$ cat src/rtl/cv32e40x_pkg.sv
// Shared constants for the register-file scoreboard.
// Holds the register-file geometry, the regfile forward-select code and
// the legal parameter ranges used to reject bad configurations at elaboration.
package cv32e40x_pkg;

  localparam int unsigned ADDR_W          = 5;
  localparam int unsigned NUM_REGS        = 32;

  // fw_sel value meaning "take operand from the register file"
  localparam int unsigned FW_SEL_REGFILE  = 0;

  localparam int unsigned READ_PORTS_MIN  = 1;
  localparam int unsigned READ_PORTS_MAX  = 3;
  localparam int unsigned RET_PORTS_MIN   = 1;
  localparam int unsigned RET_PORTS_MAX   = 4;
  localparam int unsigned MAX_PENDING_MIN = 1;
  localparam int unsigned MAX_PENDING_MAX = 7;

  // True when all scoreboard parameters lie in their supported ranges
  function automatic logic params_legal(input int unsigned read_ports,
                                        input int unsigned ret_ports,
                                        input int unsigned max_pending);
    return (read_ports  >= READ_PORTS_MIN)  && (read_ports  <= READ_PORTS_MAX) &&
           (ret_ports   >= RET_PORTS_MIN)   && (ret_ports   <= RET_PORTS_MAX)  &&
           (max_pending >= MAX_PENDING_MIN) && (max_pending <= MAX_PENDING_MAX);
  endfunction

endpackage

$ cat src/rtl/cv32e40x_sb_counter.sv
// Pending-write counter for one architectural register.
// Ports:
//   clk, rst_n : clock, asynchronous active-low reset
//   flush      : clear the counter; inc still loads a single new write
//   inc        : one new write issued to this register
//   dec        : number of writes retired/cancelled this cycle
//   cnt        : current number of outstanding writes
//   err        : sticky underflow/overflow flag, cleared only by reset
module cv32e40x_sb_counter #(
  parameter int unsigned MAX_PENDING = 3,
  parameter int unsigned CNT_W       = 2,
  parameter int unsigned DEC_W       = 2
) (
  input  logic             clk,
  input  logic             rst_n,
  input  logic             flush,
  input  logic             inc,
  input  logic [DEC_W-1:0] dec,
  output logic [CNT_W-1:0] cnt,
  output logic             err
);

  // Wide enough to hold cnt + inc and any dec without wrapping
  localparam int unsigned SUM_W = CNT_W + DEC_W + 1;

  logic [SUM_W-1:0] sum;
  logic [SUM_W-1:0] dec_w;
  logic [SUM_W-1:0] diff;
  logic [CNT_W-1:0] cnt_nxt;
  logic             err_nxt;

  // Net update with clamp on underflow and saturation on overflow
  always_comb begin
    sum     = SUM_W'(cnt) + SUM_W'(inc);
    dec_w   = SUM_W'(dec);
    diff    = sum - dec_w;
    cnt_nxt = cnt;
    err_nxt = err;
    if (flush) begin
      cnt_nxt = CNT_W'(inc);
    end else if (dec_w > sum) begin
      cnt_nxt = '0;
      err_nxt = 1'b1;
    end else if (diff > SUM_W'(MAX_PENDING)) begin
      cnt_nxt = CNT_W'(MAX_PENDING);
      err_nxt = 1'b1;
    end else begin
      cnt_nxt = CNT_W'(diff);
    end
  end

  always_ff @(posedge clk or negedge rst_n) begin
    if (!rst_n) begin
      cnt <= '0;
      err <= 1'b0;
    end else begin
      cnt <= cnt_nxt;
      err <= err_nxt;
    end
  end

endmodule

$ cat src/rtl/cv32e40x_rf_scoreboard.sv
// Register-file scoreboard: per-register pending-write counters driving
// RAW/WAW stalls and operand forward selection for the ID stage.
// Ports:
//   issue_*          : ID->EX issue of a (possibly) register-writing instruction
//   ret_*            : per-port retire (commit) or cancel of an outstanding write
//   flush_i          : drop all pending state
//   rf_re_i/raddr_i  : ID read ports to check
//   rd_stall_o       : per read port RAW hazard
//   stall_o          : any read hazard or WAW saturation stall
//   issue_waw_stall_o: issuing destination already has MAX_PENDING writes
//   fw_sel_o         : per read port, 0 = regfile, k = retire port k-1
//   pending_any_o    : some register has an outstanding write
//   err_o            : sticky counter underflow/overflow
module cv32e40x_rf_scoreboard
  import cv32e40x_pkg::*;
#(
  parameter int unsigned REGFILE_NUM_READ_PORTS = 2,
  parameter int unsigned NUM_RET_PORTS          = 2,
  parameter int unsigned MAX_PENDING            = 3
) (
  input  logic                                                    clk,
  input  logic                                                    rst_n,
  input  logic                                                    issue_i,
  input  logic                                                    issue_rf_we_i,
  input  logic [ADDR_W-1:0]                                       issue_waddr_i,
  input  logic [NUM_RET_PORTS-1:0]                                ret_valid_i,
  input  logic [NUM_RET_PORTS-1:0]                                ret_commit_i,
  input  logic [ADDR_W*NUM_RET_PORTS-1:0]                         ret_waddr_i,
  input  logic                                                    flush_i,
  input  logic [REGFILE_NUM_READ_PORTS-1:0]                       rf_re_i,
  input  logic [ADDR_W*REGFILE_NUM_READ_PORTS-1:0]                rf_raddr_i,
  output logic [REGFILE_NUM_READ_PORTS-1:0]                       rd_stall_o,
  output logic                                                    stall_o,
  output logic                                                    issue_waw_stall_o,
  output logic [REGFILE_NUM_READ_PORTS*$clog2(NUM_RET_PORTS+1)-1:0] fw_sel_o,
  output logic                                                    pending_any_o,
  output logic                                                    err_o
);

  localparam int unsigned RP = REGFILE_NUM_READ_PORTS;
  localparam int unsigned CW = $clog2(MAX_PENDING + 1);
  localparam int unsigned DW = $clog2(NUM_RET_PORTS + 1);
  localparam int unsigned FW = DW;

  if (!params_legal(REGFILE_NUM_READ_PORTS, NUM_RET_PORTS, MAX_PENDING)) begin : g_param_err
    $error("cv32e40x_rf_scoreboard: parameter out of supported range");
  end

  logic [CW-1:0]          cnt [NUM_REGS];
  logic [DW-1:0]          dec [NUM_REGS];
  logic [NUM_REGS-1:1]    err_bits;
  logic                   inc_en;

  logic [ADDR_W-1:0]      rd_addr    [RP];
  logic [DW-1:0]          rd_ncommit [RP];
  logic [FW-1:0]          rd_sel     [RP];
  logic [RP-1:0]          multi_commit;

  assign cnt[0] = '0;

  // Retire reduction: how many ports retire each register this cycle
  always_comb begin
    for (int r = 0; r < NUM_REGS; r++) begin
      dec[r] = '0;
      for (int k = 0; k < NUM_RET_PORTS; k++) begin
        if (ret_valid_i[k] && (ret_waddr_i[k*ADDR_W +: ADDR_W] == ADDR_W'(r))) begin
          dec[r] = dec[r] + DW'(1);
        end
      end
    end
  end

  // A retire of the saturated register frees a slot in the same cycle
  assign issue_waw_stall_o = issue_rf_we_i && (issue_waddr_i != '0) &&
                             (cnt[issue_waddr_i] == CW'(MAX_PENDING)) &&
                             (dec[issue_waddr_i] == '0);

  assign inc_en = issue_i && issue_rf_we_i && !issue_waw_stall_o;

  for (genvar r = 1; r < NUM_REGS; r++) begin : g_cnt
    cv32e40x_sb_counter #(
      .MAX_PENDING (MAX_PENDING),
      .CNT_W       (CW),
      .DEC_W       (DW)
    ) u_cnt (
      .clk   (clk),
      .rst_n (rst_n),
      .flush (flush_i),
      .inc   (inc_en && (issue_waddr_i == ADDR_W'(r))),
      .dec   (dec[r]),
      .cnt   (cnt[r]),
      .err   (err_bits[r])
    );
  end

  // RAW hazard and forward select per read port
  always_comb begin
    rd_stall_o   = '0;
    fw_sel_o     = '0;
    multi_commit = '0;
    for (int i = 0; i < RP; i++) begin
      rd_addr[i]    = rf_raddr_i[i*ADDR_W +: ADDR_W];
      rd_ncommit[i] = '0;
      rd_sel[i]     = FW'(FW_SEL_REGFILE);
      // Highest-indexed committing port wins the select
      for (int k = 0; k < NUM_RET_PORTS; k++) begin
        if (ret_valid_i[k] && ret_commit_i[k] &&
            (ret_waddr_i[k*ADDR_W +: ADDR_W] == rd_addr[i])) begin
          rd_ncommit[i] = rd_ncommit[i] + DW'(1);
          rd_sel[i]     = FW'(k + 1);
        end
      end
      if (rf_re_i[i] && (rd_addr[i] != '0) && (cnt[rd_addr[i]] != '0)) begin
        // Only the last outstanding write can be bypassed
        if ((cnt[rd_addr[i]] == CW'(1)) && (rd_ncommit[i] != '0)) begin
          fw_sel_o[i*FW +: FW] = rd_sel[i];
          if (rd_ncommit[i] != DW'(1)) begin
            rd_stall_o[i]   = 1'b1;
            multi_commit[i] = 1'b1;
          end
        end else begin
          rd_stall_o[i] = 1'b1;
        end
      end
    end
  end

  assign stall_o = (|rd_stall_o) || issue_waw_stall_o;
  assign err_o   = |err_bits;

  // Any outstanding write anywhere
  always_comb begin
    pending_any_o = 1'b0;
    for (int r = 1; r < NUM_REGS; r++) begin
      if (cnt[r] != '0) begin
        pending_any_o = 1'b1;
      end
    end
  end

  // Two ports committing the single outstanding write of a read register
  a_no_multi_commit: assert property (@(posedge clk) disable iff (!rst_n) multi_commit == '0);

endmodule

$ cat config.mk
export PLATFORM = sky130hd
export DESIGN_NAME = cv32e40x_rf_scoreboard
export DESIGN_NICKNAME = d
export VERILOG_FILES = /design/src/rtl/cv32e40x_pkg.sv /design/src/rtl/cv32e40x_sb_counter.sv /design/src/rtl/cv32e40x_rf_scoreboard.sv
export SDC_FILE = /design/constraint.sdc
export NUM_CORES = 1
export LEC_CHECK = 0
export BUFFER_PORTS_ARGS = -buffer_cell sky130_fd_sc_hd__buf_2
export CORE_ASPECT_RATIO = 1.75
export CORE_MARGIN = 1.5
export CORE_UTILIZATION = 50
export CTS_CLUSTER_DIAMETER = 150
export CTS_CLUSTER_SIZE = 12
export DETAILED_ROUTE_END_ITERATION = 16
export PLACE_DENSITY = 0.77
export SLEW_MARGIN = 20
export SYNTH_ARGS = -nofsm -noshare
export SYNTH_HDL_FRONTEND = slang
export SYNTH_SLANG_ARGS = --single-unit
$ cat constraint.sdc
create_clock -name clk -period 8.7 [get_ports clk]
set_input_delay 1.74 -clock clk [delete_from_list [all_inputs] [get_ports clk]]
set_output_delay 1.74 -clock clk [all_outputs]
set_load 0.02 [all_outputs]
==> impl_metrics.json <==
{
  "outcome": "finished clean",
  "die_area_sq_um": 23100,
  "cp_slowest_cell": "nor3_1",
  "drt-pass1-iter-count": 6,
  "worstPathArrival_ns": 5.18,
  "cts_buffer_depth": 2,
  "dieWidth_um": 116,
  "synth_ff_type": "dfrtp_1",
  "hpwl_um": 29500,
  "first_iter_violations": 817,
  "cts_num_sinks": 93,
  "yosys_warnings": 0,
  "antenna_found_initial": 0,
  "rsz0062_at_grt": "no",
  "worstPathCellList": "buf_2, nor2b_1, nand3_1, nor3_1, ha_1, nor3_1, o21ai_0, a21oi_1, a311o_1, a22oi_2, nor2_2, buf_4, or3_1, buf_2",
  "start_util_pct": 50.5,
  "power_frac_clock_pct": 31.8,
  "gp_congestion": 1.02,
  "grt_max_degree": 57,
  "syn_nets": 1510,
  "hold_viol": 0,
  "vias_per_cell": 6.34,
  "grt.overflow.total": 0,
  "seq_power_share_pct": 41.5,
  "grt_pass1_wl_um": 57100,
  "ys_async_sr_fraction_pct": 100,
  "place.port_buffers": 45,
  "area_growth_pct": 6.24,
  "crit_fanout": 32,
  "drive_gt1_share_pct": 8.85,
  "synth-edff-count": 0,
  "ant_nets": 0,
  "maxCapViolCount": 0,
  "worst_pin_slew_ns": 1.05,
  "vias": 9900,
  "power_leakage_nw": 5.38,
  "syn_area_sq_um": 11100,
  "synth-seq-cells": 93,
  "timing.slew.headroom_pct": 29.1,
  "wire_per_inst_um": 24.0,
  "syn-instance-count": 1252,
  "clk_latency_ns": 0.38,
  "max_freq_mhz": 144,
  "clk_pin_slew_ns": 0.07,
  "htreeDepth": 3,
  "holdWs_ns": 0.470,
  "postCtsSetupRepairBufs": 0,
  "yosys.cell_types.count": 67,
  "slew_viol_final": 0,
  "core_area_sq_um": 22000,
  "power.internal_mw": 0.817,
  "fill_cells": 2085,
  "grt_pass1_vias": 10200,
  "post_cts_resized": 0,
  "p_per_area_nw_per_um2": 108,
  "startpoint_type": "input port",
  "p_comb_share_pct": 26.7,
  "die_h_um": 200,
  "pin_count": 46,
  "swShare_pct": 35.5,
  "seq_area_frac_synth_pct": 21.0,
  "grt_usage_pct": 33.9,
  "root_buffer": "clkbuf_16",
  "p_switching_mw": 0.450,
  "routed_wirelength_um": 37500,
  "finalNetCount": 1519,
  "row_count": 72,
  "critPathMaxStageDelay_ns": 0.65,
  "fin_crit_sh_pct": 79.6,
  "period_minus_slack_ns": 6.92,
  "peakVddDrop_mv": 0.0994,
  "crit_path_end_kind": "output port",
  "clock_skew_ns": 0.00830,
  "cts_tree": "done",
  "crit_type": "input port to output port",
  "setup_viol": 0,
  "drc": 0,
  "diodes": 0,
  "total_power_mw": 1.27,
  "critical_path_required_ns": 6.96,
  "cts_buffers": 9,
  "hold_class": "flop to flop",
  "avgSynthCellArea_sq_um": 8.86,
  "fin_setup_tns_ns": 0,
  "ctsHoldBuffers": 0
}
==> sequential cells by signal, indices dropped and copies added (netlist names) <==
name	count
g_cnt.u_cnt.err	31
g_cnt.u_cnt.cnt	62
==> power by group through the flow <==
stage | clock network, mW | registers, mW | logic (mW)
6_report | 0.403 | 0.526 | 0.339
5_1_grt | 0.425 | 0.530 | 0.373
4_1_cts | 0.406 | 0.524 | 0.334
3_5_place_dp | 0 | 0.532 | 0.332
3_3_place_gp | 0 | 0.531 | 0.323
2_1_floorplan | 0 | 0.506 | 0.233
==> final timing paths <==
check                                           startpoint                               end  slack [ns]  cells past startpoint
setup / recovery                            ret_valid_i[1]                           stall_o        1.78                     14
hold / removal             g_cnt[26].u_cnt.err$_DFFE_PN0P_   g_cnt[26].u_cnt.err$_DFFE_PN0P_        0.47                      1
setup reg to reg           g_cnt[4].u_cnt.cnt[0]$_DFF_PN0_  g_cnt[31].u_cnt.cnt[0]$_DFF_PN0_        4.34                     14
hold reg to reg            g_cnt[26].u_cnt.err$_DFFE_PN0P_   g_cnt[26].u_cnt.err$_DFFE_PN0P_        0.47                      1
max in group asynchronous                            rst_n   g_cnt[5].u_cnt.cnt[0]$_DFF_PN0_        6.23                      2
min in group asynchronous                            rst_n   g_cnt[15].u_cnt.err$_DFFE_PN0P_        1.33                      1
==> cell families (layout without fill, tap and decap cells) <==
logic type | Yosys count | in the layout | synth area share, %
AOI/OAI and AO/OA | 191 | 191 | 12.1
xor gates and xnor gates | 20 | 20 | 1.58
adders and majority gates | 222 | 222 | 29.2
buffers and inverters | 252 | 266 | 8.95
DFF | 93 | 93 | 21.0
muxes | 46 | 46 | 7.50
and+or+nand+nor | 428 | 428 | 19.7
==> layer usage <==
| metal | up-vias | part of all wire, % | track usage, % |
|---|---|---|---|
| met5 | - | 0 | 0 |
| met4 | 0 | 10 | 30.0 |
| met3 | 189 | 5.4 | 6.10 |
| met2 | 413 | 51 | 58.1 |
| met1 | 4884 | 34 | 35.1 |
| li1 | 4414 | - | - |
==> cell usage after synthesis (6+ instances only) <==
cell / number / area [sq um]
mux4_2: 29 / 653
xor2_1: 16 / 140
nor3_1: 57 / 285
fa_1: 62 / 1240
o31ai_1: 16 / 120
nor3b_1: 8 / 60.1
nand4_1: 11 / 68.8
nand2_1: 62 / 233
a311o_1: 22 / 220
mux2i_1: 10 / 100
nor4_1: 35 / 219
nor2_1: 130 / 488
inv_1: 197 / 739
ha_1: 160 / 2000
nor2b_1: 11 / 68.8
nand2b_1: 53 / 332
buf_2: 20 / 100
nand3_1: 14 / 70.1
dfrtp_1: 93 / 2330
a21oi_1: 6 / 30.0
o21ai_0: 58 / 290
nand3b_1: 10 / 75.1
or4_1: 7 / 52.6
clkbuf_1: 29 / 109
a31oi_1: 33 / 206
o21ai_1: 6 / 30.0
mux2_2: 7 / 78.8
o21a_1: 8 / 60.1
==> cells in the final DEF, fill, tap and decap left out, types with 10 or more instances in the layout <==
cell | Yosys | layout
mux4_2 | 29 | 29
ha_1 | 160 | 160
nand2b_1 | 53 | 53
dfrtp_1 | 93 | 93
fa_1 | 62 | 62
inv_1 | 197 | 197
a311o_1 | 22 | 22
a31oi_1 | 33 | 33
nor4_1 | 35 | 35
nor2_1 | 130 | 130
nor3_1 | 57 | 57
nand3_1 | 14 | 14
mux2i_1 | 10 | 10
o21ai_0 | 58 | 58
xor2_1 | 16 | 16
nand3b_1 | 10 | 10
nand4_1 | 11 | 11
o31ai_1 | 16 | 16
buf_2 | 20 | 44
nand2_1 | 62 | 62
nor2b_1 | 11 | 11
==> critical path, delay by kind of cell <==
kind            cells  cell delay, ns
compound gates      4            0.87
buf+inv             3            0.57
fa+ha+maj           1            0.35
simple gates        6            1.61
==> final cells by class <==
cell class                      count  area [sq um]  area share [%]
Inverter                          197           739            6.27
Multi-Input combinational cell    907          7770            66.0
Tap cell                          296           370            3.14
Timing Repair Buffer               53           288            2.44
Clock buffer                       13           260            2.21
Clock inverter                      3          27.5           0.234
Sequential cell                    93          2330            19.7
==> stage by stage <==
step	cell area (sq um)	util, %	setup slack, ns	instances
detailed placement	11500	52.3	2.04	1546
global route	11800	53.6	1.53	1562
floorplan	11100	-	2.91	1252
CTS	11800	53.6	2.04	1562
global placement	11500	52.3	2.06	1546
finish	11800	53.6	1.78	1562
No activity file was read; power rests on OpenSTA's default activity.
